### config.mk
export PLATFORM = sky130hd
export DESIGN_NAME = sudoku_game_fsm
export DESIGN_NICKNAME = d
export VERILOG_FILES = /design/src/rtl/sudoku_game_fsm.sv
export SDC_FILE = /design/constraint.sdc
export NUM_CORES = 1
export LEC_CHECK = 0
export BUFFER_PORTS_ARGS = -buffer_cell sky130_fd_sc_hd__buf_2
export CAP_MARGIN = 25
export CORE_ASPECT_RATIO = 0.6
export CORE_MARGIN = 10
export CORE_UTILIZATION = 54
export DETAILED_ROUTE_END_ITERATION = 7
export PLACE_DENSITY = 0.81
export SYNTH_ARGS = -nofsm -noshare
export SYNTH_HDL_FRONTEND = slang
export SYNTH_SLANG_ARGS = --single-unit
### constraint.sdc
create_clock -name clk -period 2.5 [get_ports clk]
set_input_delay 0.75 -clock clk [delete_from_list [all_inputs] [get_ports clk]]
set_output_delay 0.75 -clock clk [all_outputs]
set_load 0.005 [all_outputs]
### src/rtl/sudoku_game_fsm.sv
// Sudoku game controller: title, level select, puzzle load, cursor map,
// digit entry and win/lose screens, driving a single-cell board write port.
module sudoku_game_fsm #(
  parameter  int unsigned BOX        = 3,
  parameter  int unsigned LEVELS     = 2,
  parameter  int unsigned MAX_ERRORS = 3,
  localparam int unsigned D          = BOX * BOX,
  localparam int unsigned CW         = $clog2(D * D + 1),
  localparam int unsigned VW         = $clog2(D + 1),
  localparam int unsigned XW         = $clog2(D),
  localparam int unsigned LW         = $clog2(LEVELS)
) (
  input  logic          clk,
  input  logic          reset,
  input  logic          start_button,
  input  logic          a_button,
  input  logic          b_button,
  input  logic          up_button,
  input  logic          down_button,
  input  logic          left_button,
  input  logic          right_button,
  input  logic          load_done,
  input  logic [CW-1:0] load_empty_count,
  input  logic          cell_fixed,
  input  logic [VW-1:0] cell_value,
  input  logic [VW-1:0] cell_solution,
  output logic [2:0]    current_state,
  output logic [XW-1:0] cursor_x,
  output logic [XW-1:0] cursor_y,
  output logic [VW-1:0] digit,
  output logic [LW-1:0] level,
  output logic [3:0]    error_count,
  output logic [CW-1:0] empty_count,
  output logic          load_req,
  output logic          wr_en,
  output logic [XW-1:0] wr_x,
  output logic [XW-1:0] wr_y,
  output logic [VW-1:0] wr_data,
  output logic          title_display,
  output logic          difficulty_display,
  output logic          running_display
);

  typedef enum logic [2:0] {
    S_IDLE    = 3'd0,
    S_SELECT  = 3'd1,
    S_LOADING = 3'd2,
    S_MAP     = 3'd3,
    S_DIGIT   = 3'd4,
    S_WIN     = 3'd5,
    S_LOSE    = 3'd6
  } state_t;

  localparam logic [XW-1:0] X_LAST   = XW'(D - 1);
  localparam logic [LW-1:0] L_LAST   = LW'(LEVELS - 1);
  localparam logic [VW-1:0] V_MAX    = VW'(D);
  localparam logic [3:0]    ERR_LAST = 4'(MAX_ERRORS - 1);
  localparam logic [3:0]    ERR_MAX  = 4'(MAX_ERRORS);

  state_t state_q;

  assign current_state      = state_q;
  assign title_display      = (state_q == S_IDLE);
  assign difficulty_display = (state_q == S_SELECT);
  assign running_display    = (state_q == S_MAP) || (state_q == S_DIGIT);

  always_ff @(posedge clk or negedge reset) begin
    if (!reset) begin
      state_q     <= S_IDLE;
      cursor_x    <= '0;
      cursor_y    <= '0;
      digit       <= '0;
      level       <= '0;
      error_count <= '0;
      empty_count <= '0;
      load_req    <= 1'b0;
      wr_en       <= 1'b0;
      wr_x        <= '0;
      wr_y        <= '0;
      wr_data     <= '0;
    end else begin
      load_req <= 1'b0;
      wr_en    <= 1'b0;
      case (state_q)
        S_IDLE: begin
          if (start_button) state_q <= S_SELECT;
        end
        S_SELECT: begin
          if (b_button) begin
            state_q <= S_IDLE;
          end else if (a_button) begin
            state_q  <= S_LOADING;
            load_req <= 1'b1;
          end else if (up_button) begin
            level <= (level == '0) ? L_LAST : level - LW'(1);
          end else if (down_button) begin
            level <= (level == L_LAST) ? '0 : level + LW'(1);
          end
        end
        S_LOADING: begin
          if (load_done) begin
            empty_count <= load_empty_count;
            error_count <= '0;
            cursor_x    <= '0;
            cursor_y    <= '0;
            state_q     <= (load_empty_count == '0) ? S_WIN : S_MAP;
          end
        end
        S_MAP: begin
          // start abandons, then a (only on an open cell), then one arrow
          if (start_button) begin
            state_q <= S_SELECT;
          end else if (a_button) begin
            if (!cell_fixed && cell_value == '0) begin
              state_q <= S_DIGIT;
              digit   <= VW'(1);
            end
          end else if (up_button) begin
            cursor_y <= (cursor_y == '0) ? X_LAST : cursor_y - XW'(1);
          end else if (down_button) begin
            cursor_y <= (cursor_y == X_LAST) ? '0 : cursor_y + XW'(1);
          end else if (left_button) begin
            cursor_x <= (cursor_x == '0) ? X_LAST : cursor_x - XW'(1);
          end else if (right_button) begin
            cursor_x <= (cursor_x == X_LAST) ? '0 : cursor_x + XW'(1);
          end
        end
        S_DIGIT: begin
          if (b_button) begin
            state_q <= S_MAP;
          end else if (a_button) begin
            if (digit == cell_solution) begin
              wr_en   <= 1'b1;
              wr_x    <= cursor_x;
              wr_y    <= cursor_y;
              wr_data <= digit;
              if (empty_count != '0) empty_count <= empty_count - CW'(1);
              state_q <= (empty_count <= CW'(1)) ? S_WIN : S_MAP;
            end else begin
              if (error_count < ERR_MAX) error_count <= error_count + 4'd1;
              state_q <= (error_count >= ERR_LAST) ? S_LOSE : S_MAP;
            end
          end else if (up_button) begin
            digit <= (digit >= V_MAX) ? VW'(1) : digit + VW'(1);
          end else if (down_button) begin
            digit <= (digit <= VW'(1)) ? V_MAX : digit - VW'(1);
          end
        end
        S_WIN, S_LOSE: begin
          if (start_button) state_q <= S_SELECT;
        end
        default: state_q <= S_IDLE;
      endcase
    end
  end

endmodule

# Yosys cells after proc, flatten, opt, wreduce, memory -nomap -nowiden
# Index checks and enable logic that the tools add are counted.
# word_totals
register_bits	41
out_inout_bits	44
word_cells	145
# classes
add_sub_neg	10
magnitude_cmp	5
n_eq_ne	31
mux	63
bitwise	2
reduce_logical	22
# ops
operator	count
two-way mux 4 bit	28
two-way mux 3 bit	13
two-way mux 7 bit	5
one-hot mux 4 bit (2 select lines)	4
inequality test 2 bit, second input constant	10
inequality test 3 bit, second input constant	6
AND reduction 6 bit	3
adder 4 x 1 -> 4 bit, second input constant	4
one-hot mux 3 bit (5 select lines)	1
one-hot mux 7 bit (2 select lines)	1
AND reduction 7 bit	2
zero test 4 bit	3
subtractor 4 x 1 -> 4 bit, second input constant	3
two-way mux 1 bit	11
inequality test 2 x 1 -> 1 bit, second input constant	5
equality test 3 bit, second input constant	3
equality test 4 bit, second input constant	2
AND reduction 4 bit	2
nonzero test 2 bit	4
<= comparator 7 x 1 -> 1 bit, second input constant	1
zero test 7 bit	1
nonzero test 7 bit	1
subtractor 7 x 1 -> 7 bit, second input constant	1
equality test 3 x 2 -> 1 bit, second input constant	2
other kinds (16)	17

# Longest topological paths before layout
# depth
word_depth	9
ltp_mapped	8

# Worst setup path after synthesis
# No wires, ideal clock.
# synth_timing
path_type	input to register
startpoint	input cell_value[1]
endpoint	register state_q[1] (netlist: current_state[1])
setup_time_ps	104
t_arrival_ps	2106
t_required_ps	2396
path_slack_ps	290
path_stages	5
path_buffers	0
path_cell_list	nor4b_4 -> a41oi_1 -> a221o_1 -> or4_1 -> o311ai_1
# synth_between
elab_chain_cells	4
# synth_lines
item	line_no	source
from (decl)	25	input logic [VW-1:0] cell_value,
zero test 4 bit	114	if (!cell_fixed && cell_value == '0) begin
logical AND 1 bit	114	
inequality test 3 x 2 -> 1 bit (no source line)	n/a	
AND reduction 6 bit (no source line)	n/a	
to (signal assigned)	106	state_q <= (load_empty_count == '0) ? S_WIN : S_MAP;
to (signal assigned)	138	state_q <= (empty_count <= CW'(1)) ? S_WIN : S_MAP;
to (signal assigned)	141	state_q <= (error_count >= ERR_LAST) ? S_LOSE : S_MAP;
to (decl)	60	state_t state_q;
# Every way passes these cells.
# A chain may end at the register's enable or synchronous reset.

# Worst setup path in the final report
# layout_timing
startpoint	register state_q[1] (netlist: current_state[1])
endpoint	output running_display
# layout_between
elab_chain_cells	2
word_cells_on_any_way	3
classes_between	eq/ne: 2; reduce/logical: 1
# layout_lines
item	line_no	source
equality test 3 x 2 -> 1 bit or equality test 3 bit (tied branches)	65	assign running_display = (state_q == S_MAP) || (state_q == S_DIGIT);
logical OR 1 bit *	65	
to (decl)	41	output logic running_display
# Every way passes the cells marked *; elsewhere a longest branch is shown, timed or not.

==> impl_metrics.csv <==
group,metric,value,unit
pwr,clockPowerShare,0.156,
global_route,grt_overflow,0,
timing,tightest_slew,0.644,ns
placed_design,place_area,3230,sq um
final_layout,final_nets,415,
global_route,grt_pass1_wl,12400,microns
setup_path,path_class,"reg2out",
synth,synthesis.instances,309,
route,wl_per_cell,16.9,microns
synth,synth-seq-cells,41,
route,wl_met1,3300,microns
clocking,cts_tree,"done",
pwr,combPwrFrac,0.463,
timing,tns,0,ns
timing,slew_headroom,0.570,
route,routed.top_layer,"met4",
synth,yosys_warnings,0,
setup_path,r2r_slack,0.20,ns
clocking,clk-insertion-delay-late,0.30,ns
setup_path,cp_max_fo,21,
route,drc,0,
outcome,status,"finished, final reports clean",
pwr,fin_total_pwr,2.99,mW
final_layout,area_delta_synth_final,19.5,%
final_layout,final_area,3320,sq um
setup_path,path_cells,"nand3b_1 > nand2_1 > buf_2",
floorplan,start_util,0.553,
synth,synth_edf_count,0,
global_route,grt_antenna_before_repair,0,
hold_path,worstHoldPathType,"in2async",
floorplan,core_area,5030,sq um
floorplan,die_area,8510,sq um
placed_design,numPortBuffers,69,
setup_path,cp_slowest_stage_delay,0.72,ns
synth,ys_seq_area_frac,0.369,
global_route,grt_pass1_vias,2621,
setup_path,arrival,1.60,ns
synth,synth_flop_cell,"dfrtp_1",
pwr,switchingPower,1.32,mW
floorplan,fp.dieW,113,microns
pwr,p_leak,1.60,nW
setup_path,slowest_stage,"dfrtp_1",
timing,fmax,0.425,GHz
synth,synth_cell_types,62,
final_layout,drive_gt1_frac,0.280,
setup_path,ff2ff_path_depth,6,
route,antenna_left,0,
setup_path,end_kind,"primary output",
synth,synth_area,2780,sq um
route,drt-initial-drc-count,192,
setup_path,crit_required,1.75,ns
timing,period_minus_slack,2.35,ns
placed_design,dpl.hpwl,5660,microns
route,drt-vias-per-instance,6.09,
timing,setup_viol,0,
final_layout,fin_util,0.660,
global_route,grt_max_degree,42,
setup_path,startpoint_type,"flip-flop",
clocking,path_clk_slew,0.08,ns
pwr,vdd_drop_max,0.483,mV
floorplan,chipHeight,75.6,microns
route,firstDrtPassIters,5,
route,via_count,2706,
floorplan,rows,20,
global_route,grt_util_all_layers,0.176,
job,drv_cap,0,
placed_design,globalplace.congestion,0.943,
timing,finClkSkew,0.00397,ns
final_layout,diodes,0,
timing,rsz0062_at_grt,"false",
pwr,p_seq_frac,0.381,
pwr,switching_share,0.441,
clocking,root_buffer,"clkbuf_8",
route,wl_met3,770,microns
timing,fin_crit_sh,0.941,
synth,avgSynthCellArea,9.00,sq um
synth,postSynth.asyncResetShare,1.00,
floorplan,ioPinCount,70,
synth,synth_nets,347,
pwr,intPower,1.67,mW
clocking,cts_max_level,2,
timing,holdWs,0.400,ns
clocking,cts_buffer_depth,2,
timing,finalHoldViolCount,0,
pwr,power_density,901,nW/um^2
timing,finalMaxSlewViolations,0,
clocking,ctsResizeCount,0,
clocking,ctsHoldBuffers,0,
clocking,clock_sinks,41,
clocking,numCtsBuffers,5,
clocking,postCtsSetupBuffers,0,
route,met2_length,3360,microns
route,routed_wl,7520,microns
[flip-flops by register name (all words and copies together) (netlist names)]
name           flops
wr_x               4
cursor_x           4
wr_data            4
current_state      3
error_count        4
wr_y               4
level              1
wr_en              1
cursor_y           4
empty_count        7
digit              4
load_req           1
[layer usage]
metal  up-vias  GRT usage
met5         -          0
met1      1290      0.225
met4         0     0.0560
met2       121      0.276
li1       1282          -
met3        13     0.0605
[cell usage after synthesis (2+ instances only)]
master,number,share of area
clkbuf_1,12,0.016
inv_1,13,0.018
nor2_1,25,0.034
buf_2,5,0.0090
nand2_1,16,0.022
nand4bb_1,2,0.0081
nor3b_1,5,0.014
mux2_1,9,0.036
a31o_2,2,0.0063
o22ai_1,6,0.014
mux2i_1,5,0.018
a311oi_1,3,0.0095
o32ai_1,2,0.0063
nor2b_1,4,0.0090
o21ai_0,16,0.029
a31oi_1,2,0.0045
a22oi_1,4,0.011
nand3b_1,2,0.0054
buf_1,2,0.0027
and3_1,2,0.0045
o22a_1,3,0.0095
a21oi_1,21,0.038
o211ai_1,3,0.0081
nor3_1,11,0.020
buf_4,2,0.0054
ha_1,12,0.054
a211oi_1,2,0.0054
nand3_1,16,0.029
xor2_1,2,0.0063
nor4_1,6,0.014
o221ai_1,3,0.0095
xnor2_1,7,0.022
mux2_2,5,0.020
dfrtp_1,41,0.37
nand2b_1,5,0.011
a21o_1,2,0.0054
nand4_1,6,0.014
[logic make-up after synthesis]
kind of cell	share of synthesized area
buf+inv	0.0522
simple gates	0.221
compound gates	0.200
fa+ha+maj	0.0540
mux	0.0747
flops	0.369
xor+xnor	0.0284
[worst paths after layout]
check / startpoint / to
setup / recovery: current_state[1]$_DFFE_PN0P_ / running_display
hold / removal: reset / wr_data[2]$_DFFE_PN0P_
setup reg to reg: current_state[2]$_DFFE_PN0P_ / digit[0]$_DFFE_PN0P_
hold reg to reg: wr_x[3]$_DFFE_PN0P_ / wr_x[3]$_DFFE_PN0P_
max in group asynchronous: reset / empty_count[5]$_DFFE_PN0P_
min in group clk: wr_x[3]$_DFFE_PN0P_ / wr_x[3]$_DFFE_PN0P_
[layout make-up]
class	instances	area, sq um
Clock buffer	6	82.6
Tap cell	66	82.6
Sequential cell	41	1030
Timing Repair Buffer	82	455
Fill cell	408	1710
Inverter	14	52.6
Clock inverter	2	13.8
Multi-Input combinational cell	233	1610
[cells in the final DEF (no fill, tap or decap), drive strengths merged, types with 4 or more instances in the layout]
cell type  netlist  routed
o22a             4       4
a21oi           21      21
o21ai           16      16
xnor2            7       7
nor2b            4       4
nand2b           5       5
inv             14      14
nor3b            5       5
nor2            25      25
mux2            14      14
mux2i            5       5
nand4            6       6
nand2           16      16
buf              9      82
a22oi            4       4
dfrtp           41      41
clkbuf          12       6
nor3            12      12
nand3           16      16
nor4             6       6
ha              12      12
o22ai            6       6
[per-stage QoR]
stage / cells / worst slack [ns]
global route: 444 / 0.0564
finish: 444 / 0.147
CTS: 444 / 0.186
global placement: 436 / 0.154
detailed placement: 436 / 0.122
floorplan: 309 / 0.290
[power groups by stage]
stage               logic [mW]  registers (mW)  clock network (mW)
floorplan                 1.01           0.994                   0
global placement          1.32            1.13                   0
detailed placement        1.37            1.14                   0
CTS                       1.38            1.13               0.477
global route              1.55            1.18               0.507
finish                    1.39            1.14               0.468
[critical path: cells and delay by family, from the launching register on]
family | cells | cell delay, ns
buf+inv | 1 | 0.12
flops | 1 | 0.72
simple gates | 2 | 0.46
(Power assumes the default switching activity.)
